### config.mk
export PLATFORM = sky130hd
export DESIGN_NAME = alu_pipe
export DESIGN_NICKNAME = d
export VERILOG_FILES = /design/src/rtl/alu_pkg.sv /design/src/rtl/alu_mul_seq.sv /design/src/rtl/alu_pipe.sv
export SDC_FILE = /design/constraint.sdc
export NUM_CORES = 1
export LEC_CHECK = 0
export BUFFER_PORTS_ARGS = -buffer_cell sky130_fd_sc_hd__buf_2
export CAP_MARGIN = 20
export CORE_MARGIN = 10
export CORE_UTILIZATION = 63
export DETAILED_ROUTE_END_ITERATION = 8
export GPL_ROUTABILITY_DRIVEN = 0
export PLACE_DENSITY_LB_ADDON = 0.2
export SYNTH_ARGS = -nofsm -noshare
export SYNTH_HDL_FRONTEND = slang
export SYNTH_HIERARCHICAL = 1
export SYNTH_SLANG_ARGS = --single-unit
### constraint.sdc
create_clock -name clock -period 3.96 [get_ports clock]
set_input_delay 0.396 -clock clock [delete_from_list [all_inputs] [get_ports clock]]
set_output_delay 0.396 -clock clock [all_outputs]
set_load 0.01 [all_outputs]
### src/rtl/alu_pkg.sv
// Shared types for the pipelined ALU: opcode and FSM state encodings, and the
// status-flag bundle that is registered alongside every result.
package alu_pkg;

    typedef enum logic [3:0] {
        OP_ADD  = 4'd0,
        OP_SUB  = 4'd1,
        OP_MUL  = 4'd2,
        OP_AND  = 4'd3,
        OP_OR   = 4'd4,
        OP_XOR  = 4'd5,
        OP_NOT  = 4'd6,
        OP_SHL  = 4'd7,
        OP_SHR  = 4'd8,
        OP_SRA  = 4'd9,
        OP_ROL  = 4'd10,
        OP_ROR  = 4'd11,
        OP_EQ   = 4'd12,
        OP_SLT  = 4'd13,
        OP_SLTU = 4'd14,
        OP_RSVD = 4'd15
    } op_e;

    typedef enum logic [1:0] {
        IDLE = 2'd0,
        BUSY = 2'd1,
        HOLD = 2'd2
    } state_e;

    typedef struct packed {
        logic carry;
        logic zero;
        logic negative;
        logic overflow;
        logic illegal;
    } alu_flags_t;

endpackage

### src/rtl/alu_mul_seq.sv
// Iterative shift-add multiplier: one partial product per cycle. The final
// step is presented combinationally on product while done is high, so the
// full 2*WIDTH-bit product is available exactly WIDTH cycles after start.
module alu_mul_seq
    import alu_pkg::*;
#(
    parameter int WIDTH = 8
) (
    input  logic               clock,
    input  logic               reset,
    input  logic               start,
    input  logic [WIDTH-1:0]   a,
    input  logic [WIDTH-1:0]   b,
    output logic               done,
    output logic [2*WIDTH-1:0] product
);

    localparam int SHW = $clog2(WIDTH);

    logic [2*WIDTH-1:0] prod_q, prod_d;
    logic [2*WIDTH-1:0] mcand_q, mcand_d;
    logic [WIDTH-1:0]   mplier_q, mplier_d;
    logic [SHW:0]       cnt_q, cnt_d;
    logic               run_q, run_d;
    logic [2*WIDTH-1:0] step_sum;

    assign step_sum = prod_q + (mplier_q[0] ? mcand_q : '0);
    assign product  = step_sum;
    assign done     = run_q && (cnt_q == (SHW+1)'(1));

    // Load operands on start, otherwise retire one multiplier bit per cycle.
    always_comb begin
        prod_d   = prod_q;
        mcand_d  = mcand_q;
        mplier_d = mplier_q;
        cnt_d    = cnt_q;
        run_d    = run_q;
        if (start) begin
            prod_d   = '0;
            mcand_d  = {{WIDTH{1'b0}}, a};
            mplier_d = b;
            cnt_d    = (SHW+1)'(WIDTH);
            run_d    = 1'b1;
        end else if (run_q) begin
            prod_d   = step_sum;
            mcand_d  = mcand_q << 1;
            mplier_d = mplier_q >> 1;
            cnt_d    = cnt_q - (SHW+1)'(1);
            if (cnt_q == (SHW+1)'(1)) begin
                run_d = 1'b0;
            end
        end
    end

    // Multiplier state registers; reset abandons any product in progress.
    always_ff @(posedge clock or posedge reset) begin
        if (reset) begin
            prod_q   <= '0;
            mcand_q  <= '0;
            mplier_q <= '0;
            cnt_q    <= '0;
            run_q    <= 1'b0;
        end else begin
            prod_q   <= prod_d;
            mcand_q  <= mcand_d;
            mplier_q <= mplier_d;
            cnt_q    <= cnt_d;
            run_q    <= run_d;
        end
    end

endmodule

### src/rtl/alu_pipe.sv
// Handshaked ALU: single-cycle datapath for all ops except MUL, which runs on
// the iterative multiplier. Result and flags are held in one output register
// until the consumer takes them; a new beat may be accepted on the same edge.
module alu_pipe
    import alu_pkg::*;
#(
    parameter int WIDTH = 8,
    parameter int SHW   = $clog2(WIDTH)
) (
    input  logic             clock,
    input  logic             reset,
    input  logic             in_valid,
    output logic             in_ready,
    input  logic [WIDTH-1:0] a,
    input  logic [WIDTH-1:0] b,
    input  logic [3:0]       op_code,
    output logic             out_valid,
    input  logic             out_ready,
    output logic [WIDTH-1:0] result,
    output logic             carry_out,
    output logic             zero,
    output logic             negative,
    output logic             overflow,
    output logic             illegal,
    output logic             busy
);

    state_e             state_q, state_d;
    logic [WIDTH-1:0]   res_q, res_d;
    alu_flags_t         flags_q, flags_d;

    logic               accept;
    logic               is_mul;
    logic               mul_done;
    logic [2*WIDTH-1:0] mul_product;

    logic [WIDTH-1:0]   alu_res;
    logic               alu_carry;
    logic               alu_ovf;
    logic               alu_ill;
    logic               load_alu;
    logic               load_mul;

    assign in_ready  = (state_q == IDLE) || ((state_q == HOLD) && out_ready);
    assign accept    = in_valid && in_ready;
    assign is_mul    = (op_e'(op_code) == OP_MUL);
    assign out_valid = (state_q == HOLD);
    assign busy      = (state_q != IDLE);

    alu_mul_seq #(.WIDTH(WIDTH)) u_mul (
        .clock   (clock),
        .reset   (reset),
        .start   (accept && is_mul),
        .a       (a),
        .b       (b),
        .done    (mul_done),
        .product (mul_product)
    );

    // Single-cycle datapath: result plus the op-specific carry/overflow/illegal.
    always_comb begin
        logic signed [WIDTH-1:0] a_s;
        logic signed [WIDTH-1:0] b_s;
        logic [WIDTH:0]          sum;
        logic [WIDTH:0]          diff;
        logic [SHW-1:0]          amt;
        logic [SHW:0]            inv_amt;

        a_s       = a;
        b_s       = b;
        sum       = {1'b0, a} + {1'b0, b};
        diff      = {1'b0, a} - {1'b0, b};
        amt       = b[SHW-1:0];
        inv_amt   = (SHW+1)'(WIDTH) - {1'b0, amt};
        alu_res   = '0;
        alu_carry = 1'b0;
        alu_ovf   = 1'b0;
        alu_ill   = 1'b0;
        case (op_e'(op_code))
            OP_ADD: begin
                alu_res   = sum[WIDTH-1:0];
                alu_carry = sum[WIDTH];
                alu_ovf   = (a[WIDTH-1] == b[WIDTH-1]) && (alu_res[WIDTH-1] != a[WIDTH-1]);
            end
            OP_SUB: begin
                alu_res   = diff[WIDTH-1:0];
                alu_carry = diff[WIDTH];
                alu_ovf   = (a[WIDTH-1] != b[WIDTH-1]) && (alu_res[WIDTH-1] != a[WIDTH-1]);
            end
            OP_MUL:  alu_res = '0;
            OP_AND:  alu_res = a & b;
            OP_OR:   alu_res = a | b;
            OP_XOR:  alu_res = a ^ b;
            OP_NOT:  alu_res = ~a;
            OP_SHL:  alu_res = a << amt;
            OP_SHR:  alu_res = a >> amt;
            OP_SRA:  alu_res = $unsigned(a_s >>> amt);
            OP_ROL:  alu_res = (a << amt) | (a >> inv_amt);
            OP_ROR:  alu_res = (a >> amt) | (a << inv_amt);
            OP_EQ:   alu_res = {{(WIDTH-1){1'b0}}, a == b};
            OP_SLT:  alu_res = {{(WIDTH-1){1'b0}}, a_s < b_s};
            OP_SLTU: alu_res = {{(WIDTH-1){1'b0}}, a < b};
            default: alu_ill = 1'b1;
        endcase
    end

    // FSM next state and output-register load selection.
    always_comb begin
        state_d  = state_q;
        res_d    = res_q;
        flags_d  = flags_q;
        load_alu = 1'b0;
        load_mul = 1'b0;
        case (state_q)
            IDLE: begin
                if (accept) begin
                    state_d  = is_mul ? BUSY : HOLD;
                    load_alu = !is_mul;
                end
            end
            BUSY: begin
                if (mul_done) begin
                    state_d  = HOLD;
                    load_mul = 1'b1;
                end
            end
            HOLD: begin
                if (out_ready) begin
                    if (accept) begin
                        state_d  = is_mul ? BUSY : HOLD;
                        load_alu = !is_mul;
                    end else begin
                        state_d = IDLE;
                    end
                end
            end
            default: state_d = IDLE;
        endcase

        if (load_alu) begin
            res_d            = alu_res;
            flags_d.carry    = alu_carry;
            flags_d.overflow = alu_ovf;
            flags_d.illegal  = alu_ill;
            flags_d.zero     = ~|alu_res;
            flags_d.negative = alu_res[WIDTH-1];
        end else if (load_mul) begin
            res_d            = mul_product[WIDTH-1:0];
            flags_d.carry    = |mul_product[2*WIDTH-1:WIDTH];
            flags_d.overflow = |mul_product[2*WIDTH-1:WIDTH];
            flags_d.illegal  = 1'b0;
            flags_d.zero     = ~|mul_product[WIDTH-1:0];
            flags_d.negative = mul_product[WIDTH-1];
        end
    end

    // State, result and flags registered together on the same edge.
    always_ff @(posedge clock or posedge reset) begin
        if (reset) begin
            state_q <= IDLE;
            res_q   <= '0;
            flags_q <= '0;
        end else begin
            state_q <= state_d;
            res_q   <= res_d;
            flags_q <= flags_d;
        end
    end

    assign result    = res_q;
    assign carry_out = flags_q.carry;
    assign zero      = flags_q.zero;
    assign negative  = flags_q.negative;
    assign overflow  = flags_q.overflow;
    assign illegal   = flags_q.illegal;

endmodule

==> flow_metrics.py, run 1 <==
metrics = {
    "floorplan": {
        "num_rows": 35,
        "dieWidth_um": 118,
        "ios": 40,
        "die_area_um2": 14000,
        "initial_core_util": 0.655,
        "dieHeight_um": 118,
        "coreArea_um2": 9330,
    },
    "final_layout": {
        "antenna_cells": 0,
        "layout.cells.non_filler": 900,
        "area_growth_pct": 7.82,
        "drive_gt1_frac": 0.119,
        "fill_cells": 735,
        "final_nets": 837,
        "fin_area_um2": 6590,
    },
    "routing": {
        "dr.pass1.iters": 6,
        "wl_per_cell_um": 20.4,
        "drt-initial-drc-count": 1091,
        "vias": 6175,
        "ant_nets": 0,
        "via_per_inst": 6.86,
        "drc_errors": 0,
        "routed_wirelength_mm": 18.4,
    },
    "synthesis": {
        "syn_inst": 752,
        "synth-seq-area-share": 0.242,
        "yosys_warnings": 6,
        "syn_nets": 823,
        "syn_avg_cell_area_um2": 8.12,
        "synth_top_area_cell": "dfrtp_1",
        "ys_ff_latch": 59,
        "synth_area_um2": 6110,
        "synth.distinct_cells": 80,
        "yosys-top-cells-area": "dfrtp_1 (24%), ha_1 (9.0%), mux2i_1 (7.7%)",
        "synth_top_area_frac": 0.242,
        "synth_flop_cell": "dfrtp_1",
        "synthArstFlopShare": 1.00,
        "synth_edf_count": 0,
    },
    "global_routing": {
        "antenna_found_initial": 0,
        "use_met1": 0.349,
        "grt_max_degree": 67,
        "globalRouteMet3Util": 0.0714,
        "met2_usage": 0.372,
        "grt_pass1_vias": 5774,
        "grt_overflow_total": 0,
        "busiest_layer": "met2",
        "grt_usage": 0.253,
        "grt_pass1_wl_mm": 29.8,
    },
    "placement": {
        "portBuffers": 39,
        "pre_cts_ws_ps": 533,
        "dp_hpwl_mm": 13.8,
        "dp_cells": 884,
        "placed_cell_area_um2": 6350,
    },
    "min_path": {
        "worstHoldPathType": "in2async",
    },
    "power": {
        "internal_power_uw": 1760,
        "p_sw_uw": 1290,
        "ir_drop_mv": 0.402,
        "pwr-share-clk": 0.216,
        "p_comb_frac": 0.468,
        "power.share.switching": 0.422,
        "power_frac_seq": 0.317,
        "power_leakage_uw": 0.00303,
        "power_per_cell_area_nw_per_um2": 462,
    },
    "run": {
        "timing.max_cap.violations": 0,
    },
    "timing": {
        "fmax_mhz": 292,
        "tightest_slew_ps": 882,
        "drv_slew": 0,
        "slew_headroom": 0.407,
        "post-route-period-util": 0.865,
        "rsz0062_at_grt": "false",
        "setup_tns_ps": 0,
        "finalSetupViolCount": 0,
        "finalHoldViolCount": 0,
        "fin_crit_ps": 3420,
        "worst_slack_ps": 535,
        "worst_clock_skew_ps": 7.85,
    },
    "clocking": {
        "cts_hold_buf": 0,
        "clock-sinks": 59,
        "clkTransAtPathRegs_ps": 70,
        "cts_buffers": 9,
        "cts_resized": 0,
        "cts_buffer_depth": 2,
        "post-cts-setup-buffers": 0,
        "cts_root_buf": "clkbuf_8",
        "clk_latency_ps": 360,
        "cts_tree": "built",
        "cts.htree.levels": 3,
    },
    "critical_path": {
        "startpoint_type": "flip-flop",
        "worst-endpoint-arrival_ps": 3670,
        "cp_max_fo": 17,
        "cp_cell_sequence": "and2_1 -> ha_1 -> a21oi_1 -> o32ai_1 -> o221a_2 -> a311oi_2 -> o21bai_1 -> xor2_1 -> nor4_1 -> a211oi_1 -> a221o_1",
        "critPathKind": "reg2reg",
        "critPathSlowestCell": "dfrtp_1",
        "critPathBufInv": 0,
        "cp.required_ps": 4200,
        "crit_family": "compound AO/OA/AOI/OAI gates",
        "cp_slowest_stage_delay_ps": 540,
        "end_kind": "flip-flop",
    },
    "status": {
        "status": "finished, final reports clean",
    },
}
power groups by stage:
stage               Sequential (uW)  Combinational [uW]  Clock, uW
finish                          963                1420        656
global route                    986                1560        694
CTS                             959                1390        661
detailed placement              970                1380          0
global placement                962                1330          0
floorplan                       925                1050          0
per-layer routing:
layer | wire length [um] | share of wire | vias up
li1 | - | - | 2785
met1 | 7710 | 0.42 | 2879
met4 | 611 | 0.033 | 0
met2 | 7740 | 0.42 | 438
met3 | 2340 | 0.13 | 73
met5 | 0 | 0 | -
cells in the mapped netlist, types with 8 or more instances:
cell type / count
nand2_1: 82
o21ai_0: 61
dfrtp_1: 59
nor2_1: 58
mux2i_1: 47
ha_1: 44
a21oi_1: 38
inv_1: 36
clkbuf_1: 24
and2_1: 18
nor2b_1: 17
nor3_1: 16
nand2b_1: 14
a211oi_1: 13
a22oi_1: 12
a21o_1: 11
buf_2: 11
xnor2_1: 11
nand3_1: 10
nor4_1: 10
a31oi_1: 9
mux4_2: 9
xor2_1: 8
kinds of logic (layout without fill, tap and decap cells):
kind of cell | Yosys count | in the layout | share of synthesized area
mux | 60 | 60 | 0.118
fa+ha+maj | 47 | 47 | 0.0999
flops | 59 | 59 | 0.242
buf+inv | 85 | 104 | 0.0582
simple gates | 265 | 265 | 0.217
xor+xnor | 19 | 19 | 0.0272
compound gates | 217 | 217 | 0.238
registers in the layout, indices dropped and copies added, names as in the netlist:
| signal | cells |
|---|---|
| u_mul/mcand_q | 16 |
| u_mul/prod_q | 16 |
| result | 8 |
| u_mul/mplier_q | 8 |
| u_mul/cnt_q | 4 |
| state_q | 2 |
| carry_out | 1 |
| illegal | 1 |
| overflow | 1 |
| u_mul/run_q | 1 |
| zero | 1 |
layout make-up:
type                    count  area [um^2]  area share
multi-input cells         608         4280       0.650
flip-flops and latches     59         1480       0.224
repair buffers             50          290      0.0441
well taps                 129          161      0.0245
inverters                  38          143      0.0217
clock buffers              10          138      0.0209
clock inverters             6         95.1      0.0144
through the flow:
step                hold WS, ps  power (uW)  utilization
floorplan                   285        1980            -
global placement            453        2290        0.681
detailed placement          455        2350        0.681
CTS                        91.1        3010        0.706
global route                115        3240        0.706
finish                     79.3        3040        0.706
layout by cell type (no fill, tap or decap), drive strengths merged, types with 4 or more instances in the layout:
| master | netlist | layout |
|---|---|---|
| o21bai | 4 | 4 |
| clkinv | 2 | 4 |
| o211ai | 6 | 6 |
| nor2 | 59 | 59 |
| o31ai | 5 | 5 |
| a211oi | 13 | 13 |
| mux2 | 4 | 4 |
| xnor2 | 11 | 11 |
| a21o | 11 | 11 |
| a22oi | 12 | 12 |
| o221ai | 7 | 7 |
| a21oi | 39 | 39 |
| nand2b | 14 | 14 |
| ha | 44 | 44 |
| o21ai | 61 | 61 |
| or3 | 6 | 6 |
| and3 | 4 | 4 |
| clkbuf | 24 | 10 |
| a21boi | 4 | 4 |
| nand2 | 82 | 82 |
| nor4 | 10 | 10 |
| o22ai | 5 | 5 |
| a211o | 4 | 4 |
| buf | 23 | 50 |
| or2 | 5 | 5 |
| a31oi | 9 | 9 |
| mux2i | 47 | 47 |
| or4 | 7 | 7 |
| nor3 | 17 | 17 |
| mux4 | 9 | 9 |
| xor2 | 8 | 8 |
| nand3 | 10 | 10 |
| nor2b | 18 | 18 |
| inv | 36 | 38 |
| and2 | 18 | 18 |
| dfrtp | 59 | 59 |
| nand4 | 4 | 4 |
worst paths after layout:
path / from / endpoint / slack, ps / cells past startpoint
max: u_mul/mplier_q[0] / carry_out / 540 / 11
min: reset / state_q[1] / 80 / 2
max reg2reg: u_mul/mplier_q[0] / carry_out / 540 / 11
min reg2reg: result[4] / result[4] / 470 / 2
max in group asynchronous: reset / u_mul/run_q / 3360 / 3
min in group clock: out_ready / state_q[1] / 280 / 2
Note: power is estimated with default switching activity, not from simulation.
==> run 2, diff against run 1 <==
--- a/config.mk
+++ b/config.mk
@@ -11,6 +11,7 @@
 export CORE_UTILIZATION = 63
 export DETAILED_ROUTE_END_ITERATION = 8
 export GPL_ROUTABILITY_DRIVEN = 0
+export GPL_TIMING_DRIVEN = 0
 export PLACE_DENSITY_LB_ADDON = 0.2
 export SYNTH_ARGS = -nofsm -noshare
 export SYNTH_HDL_FRONTEND = slang
==> flow_metrics.py, run 2 (synthesis results as in run 1) <==
metrics = {
    "timing": {
        "fmax_mhz": 266,
        "post-route-period-util": 0.948,
        "drv_slew": 0,
        "tightest_slew_ps": 858,
        "hold_ws_ps": 27.2,
        "fin_crit_ps": 3760,
        "finalHoldViolCount": 0,
        "slew_headroom": 0.423,
        "finalSetupViolCount": 0,
        "rsz0062_at_grt": "false",
        "worst_clock_skew_ps": 29.1,
    },
    "critical_path": {
        "end_kind": "flip-flop",
        "critPathKind": "in2reg",
        "r2r_slack_ps": 220,
        "worst-endpoint-arrival_ps": 4040,
        "startpoint_type": "primary input",
        "cp.required_ps": 4240,
        "r2r-end": "carry_out",
        "cp_max_fo": 12,
        "r2r-start": "u_mul/mplier_q[0]",
        "reg2reg_depth": 12,
    },
    "global_routing": {
        "grt_pass1_wl_mm": 30.8,
        "use_met1": 0.350,
        "grt_max_degree": 30,
        "met2_usage": 0.376,
        "grt_overflow_total": 0,
        "busiest_layer": "met2",
        "globalRouteMet3Util": 0.0985,
        "grt_usage": 0.261,
        "antenna_found_initial": 0,
        "grt_pass1_vias": 5956,
    },
    "floorplan": {
        "dieWidth_um": 118,
        "num_rows": 35,
        "initial_core_util": 0.655,
        "ios": 40,
        "coreArea_um2": 9330,
        "dieHeight_um": 118,
        "die_area_um2": 14000,
    },
    "clocking": {
        "cts_tree": "built",
        "post-cts-setup-buffers": 0,
        "clkTransAtPathRegs_ps": 80,
        "clock-sinks": 59,
        "cts_buffer_depth": 2,
        "clk_latency_ps": 360,
        "cts_buffers": 9,
        "cts_root_buf": "clkbuf_8",
        "cts.htree.levels": 3,
    },
    "routing": {
        "dr.pass1.iters": 8,
        "drt-initial-drc-count": 1045,
        "via_per_inst": 6.92,
        "drc_errors": 0,
        "vias": 6475,
        "wl_per_cell_um": 20.6,
        "routed_wirelength_mm": 19.2,
        "ant_nets": 0,
    },
    "final_layout": {
        "final_util": 0.715,
        "final_common_cell": "nand2_1",
        "final-seq-area_um2": 1480,
        "final_nets": 873,
        "multi_input_area_um2": 4280,
        "largest_registers": "u_mul/mcand_q: 16 flops, u_mul/prod_q: 16 flops",
        "fin_area_um2": 6670,
        "fill_cells": 756,
        "layout_common_cells": "nand2_1 (82), o21ai_0 (61), dfrtp_1 (59)",
        "area_growth_pct": 9.15,
        "drive_gt1_frac": 0.121,
        "antenna_cells": 0,
    },
    "placement": {
        "portBuffers": 38,
        "dp_hpwl_mm": 14.8,
        "placed_cell_area_um2": 6480,
    },
    "status": {
        "status": "finished, final reports clean",
    },
    "run": {
        "timing.max_cap.violations": 0,
    },
    "power": {
        "ir_drop_mv": 0.285,
        "power_per_cell_area_nw_per_um2": 444,
        "total_power_uw": 2960,
        "power_leakage_uw": 0.00306,
    },
    "min_path": {
        "worstHoldPathType": "in2async",
    },
}
-- run 2: changes by cell type in the layout (fill, tap and decap cells not counted), sizes merged --
cell | previous run | this run
clkbuf | 10 | 33
buf | 50 | 62
bufinv | 2 | 0
inv | 38 | 40
clkinvlp | 0 | 1
-- run 2: layer usage --
layer  up-vias  wire [um]
li1       2851          -
met1      3032       7770
met2       501       8080
met3        91       2720
met4         0        671
met5         -          0
-- run 2: stage by stage --
stage	TNS, ps	setup WS [ps]	cells
after floorplan	0	912	752
after global placement	0	98.4	919
after detailed placement	-18.2	-18.2	920
after CTS	0	107	936
after global routing	0	2.01	936
final	0	205	936
-- run 2: worst max-delay path, stage by stage --
cell and delay (ps):
buf_2 180, buf_2 270, clkinv_1 410, ha_1 490, buf_1 500, clkbuf_1 450
nor2_1 110, o22ai_1 210, o31ai_1 110, a211o_1 400, nor4_1 310, a41o_1 200
-- run 2: area by class of cell --
cell class                 instances  area share
multi-input combinational        608       0.642
clock inverter                     7     0.00844
clock buffer                       9      0.0186
tap                              129      0.0242
inverter                          38      0.0214
buffer                            47      0.0321
sequential                        59       0.221
timing repair buffer              39      0.0315
-- run 2: how the worst max path moves through the flow --
stage | start | end | depth (start not counted)
floorplan | b[1] | zero | 10
global placement | b[1] | zero | 12
detailed placement | b[1] | zero | 12
CTS | u_mul/mplier_q[0] | carry_out | 12
global route | b[1] | zero | 12
finish | b[1] | zero | 12
-- run 2: power by group --
group | leakage, uW | internal [uW] | switching (uW)
Clock | 0.0000910 | 236 | 294
Sequential | 0.000762 | 804 | 146
Combinational | 0.00221 | 591 | 891
-- run 2: repair_timing --
item	in CTS	in global routing
hold buffers	0	0
gates resized for setup	0	3
endpoints found under the setup margin	0	2
==> run 3, diff against run 2 <==
==> constraint.sdc (replaced) <==
create_clock -name clock -period 3.96 [get_ports clock]
set_input_delay 0.792 -clock clock [delete_from_list [all_inputs] [get_ports clock]]
set_output_delay 0.792 -clock clock [all_outputs]
set_load 0.01 [all_outputs]
==> flow_metrics.py, run 3 (synthesis results as in run 1) <==
metrics = {
    "status": {
        "status": "finished, final reports clean",
    },
    "final_layout": {
        "final_common_cell": "nand2_1",
        "fin_area_um2": 6670,
        "layout_common_cells": "nand2_1 (82), o21ai_0 (61), dfrtp_1 (59)",
        "final_nets": 873,
        "largest_registers": "u_mul/mcand_q: 16 flops, u_mul/prod_q: 16 flops",
        "final_util": 0.715,
        "drive_gt1_frac": 0.124,
        "layout.cells.non_filler": 936,
        "area_growth_pct": 9.24,
        "antenna_cells": 0,
        "fill_cells": 758,
    },
    "placement": {
        "placed_cell_area_um2": 6480,
        "portBuffers": 38,
        "dp_hpwl_mm": 14.8,
        "dp_cells": 920,
    },
    "timing": {
        "fmax_mhz": 262,
        "drv_slew": 0,
        "worst_clock_skew_ps": 30.2,
        "fin_crit_ps": 3820,
        "finalSetupViolCount": 0,
        "rsz0062_at_grt": "false",
        "tightest_slew_ps": 862,
        "finalHoldViolCount": 0,
        "slew_headroom": 0.421,
        "post-route-period-util": 0.965,
    },
    "floorplan": {
        "die_area_um2": 14000,
        "coreArea_um2": 9330,
        "dieWidth_um": 118,
        "initial_core_util": 0.655,
        "ios": 40,
        "num_rows": 35,
        "dieHeight_um": 118,
    },
    "clocking": {
        "clk_latency_ps": 360,
        "clock-sinks": 59,
        "cts_buffers": 9,
        "cts_root_buf": "clkbuf_8",
        "cts_hold_buf": 0,
        "post-cts-setup-buffers": 0,
        "cts.htree.levels": 3,
        "cts_buffer_depth": 2,
        "clkTransAtPathRegs_ps": 80,
        "cts_tree": "built",
    },
    "global_routing": {
        "grt_usage": 0.261,
        "grt_pass1_wl_mm": 30.8,
        "grt_overflow_total": 0,
        "antenna_found_initial": 0,
        "grt_max_degree": 30,
        "grt_pass1_vias": 5956,
    },
    "critical_path": {
        "critPathSlowestCell": "clkbuf_1",
        "startpoint_type": "primary input",
        "cp_max_fo": 12,
        "critPathLaunch": "b[1]",
        "cp_cell_sequence": "buf_2 -> buf_2 -> clkinvlp_4 -> ha_1 -> buf_2 -> clkbuf_1 -> mux2i_1 -> a211oi_1 -> a311oi_1 -> nand4_1 -> nor4_1 -> a41o_1",
        "r2r-start": "u_mul/mplier_q[0]",
        "cp_common_cell": "buf_2",
        "cp_slowest_stage_delay_ps": 450,
        "cp.required_ps": 4240,
        "worst-endpoint-arrival_ps": 4100,
        "end_kind": "flip-flop",
        "critPathKind": "in2reg",
    },
    "routing": {
        "drc_errors": 0,
        "wl_per_cell_um": 20.5,
        "drt-initial-drc-count": 1107,
        "routed_wirelength_mm": 19.2,
        "wl_met3_mm": 2.65,
        "met2_length_mm": 8.05,
        "dr.pass1.iters": 7,
        "vias": 6420,
        "wl_met1_mm": 7.75,
        "ant_nets": 0,
        "via_per_inst": 6.86,
        "top_layer": "met4",
    },
    "power": {
        "ir_drop_mv": 0.283,
        "power_per_cell_area_nw_per_um2": 442,
        "power_leakage_uw": 0.00307,
    },
    "run": {
        "timing.max_cap.violations": 0,
    },
    "min_path": {
        "worstHoldPathType": "in2async",
    },
}
[run 3: changes by cell type in the layout (fill, tap and decap cells not counted)]
| cell | before | now |
|---|---|---|
| buf_1 | 7 | 6 |
| buf_2 | 49 | 50 |
| clkinv_1 | 2 | 1 |
| clkinvlp_4 | 1 | 2 |
[run 3: stage by stage]
step | setup slack (ps) | TNS (ps) | hold slack [ps] | total power [uW]
2_1_floorplan | 516 | 0 | 472 | 1980
3_3_place_gp | -298 | -1320 | 454 | 2320
3_5_place_dp | -414 | -1920 | 459 | 2380
4_1_cts | 107 | 0 | 433 | 2910
5_1_grt | 1.29 | 0 | 450 | 3140
6_report | 140 | 0 | 427 | 2950
[run 3: layout make-up]
class                      instances  area, um^2  share of cell area
clock buffer                       9         124              0.0186
clock inverter                     7        56.3             0.00844
tap                              129         161              0.0242
buffer                            47         215              0.0322
sequential                        59        1480               0.221
inverter                          38         146              0.0219
timing repair buffer              39         210              0.0315
multi-input combinational        608        4280               0.642
[run 3: routing by layer]
metal	vias to the layer above	GRT usage
li1	2856	-
met1	3015	0.350
met2	465	0.376
met3	84	0.0985
met4	0	0.0901
met5	-	0
[run 3: path summary, 6_finish.rpt]
path,end,slack (ps),depth (start not counted)
setup / recovery,zero,140,12
hold / removal,u_mul/prod_q[0],430,2
setup reg to reg,carry_out,270,12
hold reg to reg,result[4],470,2
max in group asynchronous,u_mul/prod_q[14],3040,3
min in group clock,result[4],470,2
[run 3: critical path, delay by kind of cell]
kind | cells | cell delay [ps]
buffers and inverters | 5 | 1520
muxes | 1 | 260
AOI/OAI and AO/OA | 3 | 580
and+or+nand+nor | 2 | 510
adders and majority gates | 1 | 420
[run 3: power by group]
part | internal [uW] | leakage (uW) | switching, uW | total (uW)
Sequential | 804 | 0.000762 | 145 | 949
Clock | 236 | 0.0000910 | 290 | 526
Combinational | 591 | 0.00221 | 887 | 1480
Total | 1630 | 0.00307 | 1320 | 2950
[run 3: what timing repair did]
action / CTS / global route
setup endpoints to repair: 2 / 7
resized for setup: 1 / 4
endpoints found under the hold margin: 0 / 0
